File: src/rtl/lsu_sequencer.sv
// Load/store sequencer between core control and the data memory port.
// Issues word-aligned beats, splits word-crossing accesses, merges and extends load data.
module lsu_sequencer #(
  parameter int unsigned ADDR_W         = 32,
  parameter bit          MISALIGN_SPLIT = 1'b1,
  parameter int unsigned TIMEOUT_CYCLES = 64
) (
  input  logic              clk,
  input  logic              reset,
  input  logic              req_valid,
  output logic              req_ready,
  input  logic              req_store,
  input  logic [2:0]        req_funct3,
  input  logic [ADDR_W-1:0] req_addr,
  input  logic [31:0]       req_wdata,
  output logic              rsp_valid,
  input  logic              rsp_ready,
  output logic [31:0]       rsp_rdata,
  output logic              rsp_err,
  input  logic              mem_ready,
  output logic              mem_req_valid,
  output logic [ADDR_W-1:0] mem_req_addr,
  output logic [3:0]        mem_req_rmask,
  output logic [3:0]        mem_req_wmask,
  output logic [31:0]       mem_req_wdata,
  input  logic              mem_rsp_valid,
  input  logic [31:0]       mem_rsp_data
);

  typedef enum logic [2:0] {StIdle, StIssue0, StWait0, StIssue1, StWait1, StDone} state_e;

  state_e            state_q, state_d;
  logic              store_q, store_d;
  logic [2:0]        funct3_q, funct3_d;
  logic [ADDR_W-1:0] addr_q, addr_d;
  logic [31:0]       wdata_q, wdata_d;
  logic [31:0]       beat0_q, beat0_d;
  logic [31:0]       beat1_q, beat1_d;
  logic              err_q, err_d;
  logic [31:0]       cnt_q, cnt_d;

  logic [1:0]        offset;
  logic [2:0]        size_bytes;
  logic [3:0]        base_mask;
  logic              crossing, illegal, reject;
  logic [ADDR_W-1:0] beat0_addr, beat1_addr;
  logic [3:0]        mask0, mask1;
  logic [31:0]       wdata0, wdata1;
  logic [31:0]       load_word, load_result;
  logic [31:0]       cnt_inc;
  logic              timeout_hit;

  // Access decode, all from the latched request.
  always_comb begin
    offset = addr_q[1:0];
    unique case (funct3_q[1:0])
      2'b00:   begin size_bytes = 3'd1; base_mask = 4'b0001; end
      2'b01:   begin size_bytes = 3'd2; base_mask = 4'b0011; end
      default: begin size_bytes = 3'd4; base_mask = 4'b1111; end
    endcase
    crossing   = ({1'b0, offset} + size_bytes) > 3'd4;
    illegal    = store_q ? (funct3_q >= 3'b011)
                         : ((funct3_q == 3'b011) || (funct3_q[2:1] == 2'b11));
    reject     = illegal || (crossing && !MISALIGN_SPLIT);
    beat0_addr = {addr_q[ADDR_W-1:2], 2'b00};
    beat1_addr = beat0_addr + ADDR_W'(4);
    mask0      = 4'({4'b0000, base_mask} << offset);
    mask1      = base_mask >> (3'd4 - {1'b0, offset});
    wdata0     = wdata_q << {offset, 3'b000};
    wdata1     = wdata_q >> {(3'd4 - {1'b0, offset}), 3'b000};
    load_word  = 32'({beat1_q, beat0_q} >> {offset, 3'b000});
    unique case (funct3_q)
      3'b000:  load_result = {{24{load_word[7]}}, load_word[7:0]};
      3'b001:  load_result = {{16{load_word[15]}}, load_word[15:0]};
      3'b100:  load_result = {24'h0, load_word[7:0]};
      3'b101:  load_result = {16'h0, load_word[15:0]};
      default: load_result = load_word;
    endcase
    cnt_inc     = cnt_q + 32'd1;
    timeout_hit = (TIMEOUT_CYCLES != 0) && (cnt_inc == 32'(TIMEOUT_CYCLES));
  end

  always_comb begin
    state_d       = state_q;
    store_d       = store_q;
    funct3_d      = funct3_q;
    addr_d        = addr_q;
    wdata_d       = wdata_q;
    beat0_d       = beat0_q;
    beat1_d       = beat1_q;
    err_d         = err_q;
    cnt_d         = cnt_q;
    mem_req_valid = 1'b0;
    mem_req_addr  = '0;
    mem_req_rmask = 4'b0000;
    mem_req_wmask = 4'b0000;
    mem_req_wdata = 32'h0;

    unique case (state_q)
      StIdle: begin
        if (req_valid) begin
          store_d  = req_store;
          funct3_d = req_funct3;
          addr_d   = req_addr;
          wdata_d  = req_wdata;
          beat0_d  = 32'h0;
          beat1_d  = 32'h0;
          err_d    = 1'b0;
          state_d  = StIssue0;
        end
      end
      StIssue0: begin
        // Rejected requests finish from here without ever driving a beat.
        if (reject) begin
          err_d   = 1'b1;
          state_d = StDone;
        end else if (mem_ready) begin
          mem_req_valid = 1'b1;
          mem_req_addr  = beat0_addr;
          mem_req_rmask = store_q ? 4'b0000 : mask0;
          mem_req_wmask = store_q ? mask0 : 4'b0000;
          mem_req_wdata = wdata0;
          cnt_d         = 32'h0;
          state_d       = StWait0;
        end
      end
      StWait0: begin
        if (mem_rsp_valid) begin
          beat0_d = mem_rsp_data;
          state_d = crossing ? StIssue1 : StDone;
        end else if (timeout_hit) begin
          err_d   = 1'b1;
          state_d = StDone;
        end else begin
          cnt_d = cnt_inc;
        end
      end
      StIssue1: begin
        if (mem_ready) begin
          mem_req_valid = 1'b1;
          mem_req_addr  = beat1_addr;
          mem_req_rmask = store_q ? 4'b0000 : mask1;
          mem_req_wmask = store_q ? mask1 : 4'b0000;
          mem_req_wdata = wdata1;
          cnt_d         = 32'h0;
          state_d       = StWait1;
        end
      end
      StWait1: begin
        if (mem_rsp_valid) begin
          beat1_d = mem_rsp_data;
          state_d = StDone;
        end else if (timeout_hit) begin
          err_d   = 1'b1;
          state_d = StDone;
        end else begin
          cnt_d = cnt_inc;
        end
      end
      StDone: begin
        if (rsp_ready) state_d = StIdle;
      end
      default: state_d = StIdle;
    endcase
  end

  assign req_ready = (state_q == StIdle);
  assign rsp_valid = (state_q == StDone);
  assign rsp_err   = rsp_valid && err_q;
  assign rsp_rdata = (rsp_valid && !err_q && !store_q) ? load_result : 32'h0;

  always_ff @(posedge clk) begin
    if (reset) begin
      state_q  <= StIdle;
      store_q  <= 1'b0;
      funct3_q <= 3'b000;
      addr_q   <= '0;
      wdata_q  <= 32'h0;
      beat0_q  <= 32'h0;
      beat1_q  <= 32'h0;
      err_q    <= 1'b0;
      cnt_q    <= 32'h0;
    end else begin
      state_q  <= state_d;
      store_q  <= store_d;
      funct3_q <= funct3_d;
      addr_q   <= addr_d;
      wdata_q  <= wdata_d;
      beat0_q  <= beat0_d;
      beat1_q  <= beat1_d;
      err_q    <= err_d;
      cnt_q    <= cnt_d;
    end
  end

endmodule
File: config.mk
export PLATFORM = sky130hd
export DESIGN_NAME = lsu_sequencer
export DESIGN_NICKNAME = d
export VERILOG_FILES = /design/src/rtl/lsu_sequencer.sv
export SDC_FILE = /design/constraint.sdc
export NUM_CORES = 1
export LEC_CHECK = 0
export ABC_AREA = 1
export BUFFER_PORTS_ARGS = -buffer_cell sky130_fd_sc_hd__buf_2
export CAP_MARGIN = 40
export CORE_MARGIN = 1.5
export CORE_UTILIZATION = 35
export CTS_CLUSTER_SIZE = 30
export DETAILED_ROUTE_END_ITERATION = 16
export GPL_TIMING_DRIVEN = 1
export PLACE_DENSITY = 0.61
export SLEW_MARGIN = 15
export SYNTH_ARGS = -nofsm -noshare
export SYNTH_HDL_FRONTEND = slang
export SYNTH_SLANG_ARGS = --single-unit
File: constraint.sdc
create_clock -name clk -period 7.07 [get_ports clk]
set_input_delay 0.707 -clock clk [delete_from_list [all_inputs] [get_ports clk]]
set_output_delay 0.707 -clock clk [all_outputs]
set_load 0.05 [all_outputs]
After elaboration in Yosys (flattened, before gate mapping)
Index checks and enable logic that the tools add are counted.
Operators by class
  add/sub/neg operators: 4
  $lt $le $gt $ge: 2
  eq/ne operators: 23
  shift-type cells: 5
  multiplexer cells: 52
  reductions and logical operators: 20
Operator list (count)
  two-way mux 32 bit: 13
  one-hot mux 32 bit (2 select lines): 4
  one-hot mux 32 bit (4 select lines): 1
  one-hot mux 32 bit (3 select lines): 1
  right shift 64 x 5 -> 32 bit: 1
  two-way mux 4 bit: 10
  adder 32 x 1 -> 32 bit, second input constant: 1
  adder 32 x 3 -> 32 bit, second input constant: 1
  equality test 32 x 7 -> 1 bit, second input constant: 1
  left shift 32 x 5 -> 32 bit: 1
  right shift 32 x 6 -> 32 bit: 1
  two-way mux 3 bit: 9
  one-hot mux 4 bit (2 select lines): 3
  one-hot mux 3 bit (6 select lines): 1
  != test 2 bit, second input constant: 8
  equality test 3 bit, second input constant: 4
  equality test 3 x 2 -> 1 bit, second input constant: 3
  AND reduction 4 bit: 2
  two-way mux 1 bit: 7
  equality test 3 x 1 -> 1 bit, second input constant: 2
  zero test 3 bit: 2
  one-hot mux 3 bit (2 select lines): 1
  AND reduction 3 bit: 2
  nonzero test 3 bit: 2
  20 further kinds: 25
Word-level totals
  flip-flop bits (word level): 168
  input port bits: 106
  output and inout port bits: 108
  word-level logic and storage cells: 115

Longest topological paths before layout
  depth in word-level cells: 7
  depth in mapped cells: 17
  mapped depth without buffers: 17

Worst setup path before layout
Ideal clock, no wire load.
  path type: register -> output
  from: register state_q[2]
  to: output port rsp_rdata[19]
  arrival: 3.056 ns
  data required time: 6.363 ns
  path slack: 3.307 ns
  stages on the path, launching flop included: 9
  buffers on the path: 2
  path through: dfxtp_1 buf_2 inv_1 nor2_1 inv_1 nor3_1 o211ai_1 clkbuf_1 nor2_1
Between the ends
  word-level cells in the longest chain between the ends: 4
Ends and longest elaborated chain
  from (decl): line 32  | state_e state_q, state_d;
  from (signal assigned): line 174  | state_q <= StIdle;
  from (signal assigned): line 184  | state_q <= state_d;
  equality test 3 bit: line 168  | assign rsp_valid = (state_q == StDone);
  named net rsp_valid: line 16  | output logic rsp_valid,
  logical AND 1 bit (2 in series): line 170  | assign rsp_rdata = (rsp_valid && !err_q && !store_q) ? load_result : 32'h0;
  two-way mux 32 bit: line 170
  to (decl): line 18  | output logic [31:0] rsp_rdata,
The timed path passes the listed nets, and every way through them passes these cells.

Final worst setup path
  from: register state_q[0]
  to: output port mem_req_wdata[23]
Between the ends
  word-level cells in the longest chain between the ends: 2
  elaborated cells between the ends (all ways): 3
  classes of those cells: 2 x eq/ne; 1 x mux
Ends and longest elaborated chain
  equality test 3 x 2 -> 1 bit or equality test 3 x 1 -> 1 bit (tied branches): line 99  | unique case (state_q)
  one-hot mux 32 bit (2 select lines) *: line 99
  to (decl): line 25  | output logic [31:0] mem_req_wdata,
Mark *: on every way between the ends. The rest lies on a longest branch, timed or not.

==> impl_metrics.json <==
{
  "run_status": "finished clean",
  "crit_required_ps": 6360,
  "maxCapViolCount": 0,
  "final_nets": 1942,
  "power.share.combinational": 0.458,
  "overflow_left_after_global_routing": 0,
  "reg2reg_from": "state_q[2]",
  "dieArea_mm2": 0.0310,
  "cts-root-buf": "clkbuf_16",
  "netSwitchingFraction": 0.479,
  "mappedNetlistArea_mm2": 0.0105,
  "crit_path_top_delay_cell": "nor2_4",
  "yosys.cell_count.top_type": "nand2_1",
  "path_class": "reg2out",
  "finalCritPeriodShare": 0.641,
  "synth-warning-count": 0,
  "finalHoldViolations": 0,
  "cp_dominant_cell_by_count": "inv_1",
  "netlist.area_leader.share": 0.305,
  "drt_iter0_markers": 1042,
  "drtPass1Iterations": 5,
  "post_synth_main_area_contributors": "dfxtp_1 31%, nand2_1 13%, a21oi_1 9.3%",
  "antenna_violations_before_repair": 3,
  "drv_slew": 0,
  "cts_resized": 0,
  "drtAntennaViolNets": 0,
  "tightestPinTransition_ps": 872,
  "stdcell_area_mm2": 0.0124,
  "drc_errors": 0,
  "internal_power_mw": 2.18,
  "detail_route.vias_per_cell": 5.26,
  "powerDensity_mw_per_mm2": 336,
  "chipHeight_um": 176,
  "post-dp-hpwl_mm": 25.0,
  "worst_skew_pair.late_latency_ps": 440,
  "tritoncts": "done",
  "r2r.worst_path.cells": 12,
  "rsz0062_at_grt": "no",
  "cts-buffers-inserted": 17,
  "seq_area_mm2": 0.00321,
  "rows": 63,
  "first_global_vias": 10412,
  "timing.critical_path.fanout_max": 28,
  "clock_power_share": 0.230,
  "yosys-top-cells-count": "366 x nand2_1, 195 x a21oi_1, 189 x o21ai_0",
  "instances_no_fill": 2237,
  "wirelength_mm": 35.4,
  "min_to": "beat0_q[16]",
  "fillerInstances": 3194,
  "max_stage_delay_ps": 500,
  "synthDistinctLibCells": 52,
  "path_cells": "inv_1 -> nor3_2 -> inv_1 -> nor2_2 -> inv_2 -> nor2_4 -> nand2_1 -> o21ai_0 -> buf_2",
  "synthToLayoutAreaGrowth_pct": 18.6,
  "grt_use_total": 0.221,
  "power_switching_mw": 2.00,
  "tns_ps": 0,
  "report.final.setup_viol": 0,
  "initial_standard_cell_utilization_of_the_core": 0.355,
  "placedInstanceArea_mm2": 0.0118,
  "multiInputGateArea_mm2": 0.00616,
  "clk_path_buf_depth": 2,
  "share_seq_of_total_power": 0.312,
  "timing.hold.worst.class": "reg2reg",
  "hold_buffers": 0,
  "worstPathArrival_ps": 3830,
  "post-cts-setup-buffers": 0,
  "cellLeakagePower_nw": 5.32,
  "crit_path_end_kind": "primary output",
  "postLayoutCoreUtil": 0.421,
  "core_mm2": 0.0296,
  "r2r-end": "cnt_q[3]",
  "timing.final.crit_period_ps": 4530,
  "max_freq_mhz": 221,
  "ys.flop_type": "dfxtp_1",
  "avgSynthCellArea_um2": 6.22,
  "syn_inst": 1688,
  "clock_sinks": 160,
  "yosysSeqAreaShare": 0.305,
  "place.gp.congestion": 0.937,
  "grt_first_pass_wirelength_mm": 55.0,
  "max_slew_margin": 0.418,
  "hp-start": "beat0_q[16]",
  "chipWidth_um": 176,
  "grt_start_max_net_pins": 94,
  "numPlacedInstances": 2202,
  "startpoint_type": "flop",
  "port_buffers": 211,
  "ys_ff_latch": 160,
  "setup.reg_to_reg.worst_slack_ps": 3680,
  "ctsHtreeMaxLevel": 4,
  "ir_drop_uv": 227,
  "clock-skew-final_ps": 17.4,
  "synthDominantAreaCellType": "dfxtp_1",
  "clk_pin_slew_ps": 70,
  "synth_edf_count": 0,
  "worstHoldPathCells": 2,
  "worst_hold_slack_ps": 469,
  "detail_route.wl_per_cell_um": 15.8,
  "i_o_pin_total": 214,
  "final_layout_size_suffix_gt1_frac": 0.180,
  "synthArstFlopShare": 0,
  "detailroute.via_count": 11773
}
-- layer usage --
layer / routed length [um] / track usage / up-vias
li1: - / - / 5872
met5: 0 / 0 / -
met1: 15800 / 0.297 / 5403
met4: 684 / 0.0719 / 0
met2: 16300 / 0.355 / 458
met3: 2560 / 0.0416 / 40
-- cell type report --
class | instances | share of cell area
clock buffers | 17 | 0.0342
multi-input cells | 1234 | 0.495
clock inverters | 15 | 0.0147
repair buffers | 229 | 0.101
inverters | 189 | 0.0572
diodes | 3 | 0.000603
flip-flops and latches | 160 | 0.258
well taps | 390 | 0.0392
-- cells in the final DEF, fill, tap and decap left out, types with 4 or more instances in the layout --
cell type / Yosys / routed
o21ai_0: 189 / 189
a21oi_1: 195 / 193
buf_4: 3 / 13
o22ai_1: 26 / 26
buf_2: 1 / 212
or2_2: 5 / 5
a31oi_1: 8 / 8
dfxtp_1: 160 / 159
nand2_1: 366 / 365
o31ai_1: 8 / 8
nor2_2: 16 / 17
nor2_4: 8 / 8
ha_1: 4 / 4
o221a_2: 7 / 7
nand4_1: 9 / 9
inv_6: 0 / 5
inv_1: 183 / 181
a32o_1: 9 / 9
nor2_1: 169 / 168
o21ai_1: 18 / 18
a221oi_1: 7 / 7
nor3_1: 15 / 15
a21oi_2: 2 / 4
xor2_1: 21 / 21
inv_8: 0 / 6
o211ai_1: 9 / 9
clkbuf_16: 0 / 17
nand3b_1: 7 / 7
nand3_1: 93 / 93
a211oi_1: 9 / 9
inv_2: 4 / 6
nand2_4: 5 / 6
-- sequential cells by signal (all words and copies together) (netlist names) --
register and flops:
funct3_q 3, addr_q 32, beat1_q 24, err_q 1, store_q 1, wdata_q 32, beat0_q 32, state_q 3
cnt_q 32
-- metrics by stage --
step	total power [mW]	setup WS, ps
floorplan	2.73	3310
global placement	3.14	3070
global route	4.48	2330
finish	4.18	2540
detailed placement	3.21	2970
CTS	4.19	2570
-- logic make-up after synthesis --
kind of cell | synth area share
buf+inv | 0.110
other cells | 0.000357
xor+xnor | 0.0199
compound gates | 0.260
fa+ha+maj | 0.00667
simple gates | 0.298
flops | 0.305
-- worst max-delay path by stage --
stage / to / startpoint
2_1_floorplan: rsp_rdata[19] / state_q[2]
3_3_place_gp: mem_req_wdata[27] / addr_q[1]
3_5_place_dp: mem_req_wdata[23] / mem_ready
4_1_cts: mem_req_wdata[23] / state_q[0]
5_1_grt: mem_req_wdata[17] / state_q[0]
6_report: mem_req_wdata[23] / state_q[0]
-- power by group through the flow --
stage / clock network, mW / registers, mW / logic [mW]
5_1_grt: 1.02 / 1.33 / 2.13
2_1_floorplan: 0 / 1.26 / 1.47
6_report: 0.963 / 1.31 / 1.92
3_5_place_dp: 0 / 1.32 / 1.89
4_1_cts: 0.987 / 1.30 / 1.90
3_3_place_gp: 0 / 1.32 / 1.83
-- worst max-delay path: cells and delay by family, from the launching register on --
family                 cells  cell delay, ps
buffers and inverters      4             880
and+or+nand+nor            4            1710
AOI/OAI and AO/OA          1             370
DFF                        1             440
(Power assumes the default switching activity.)
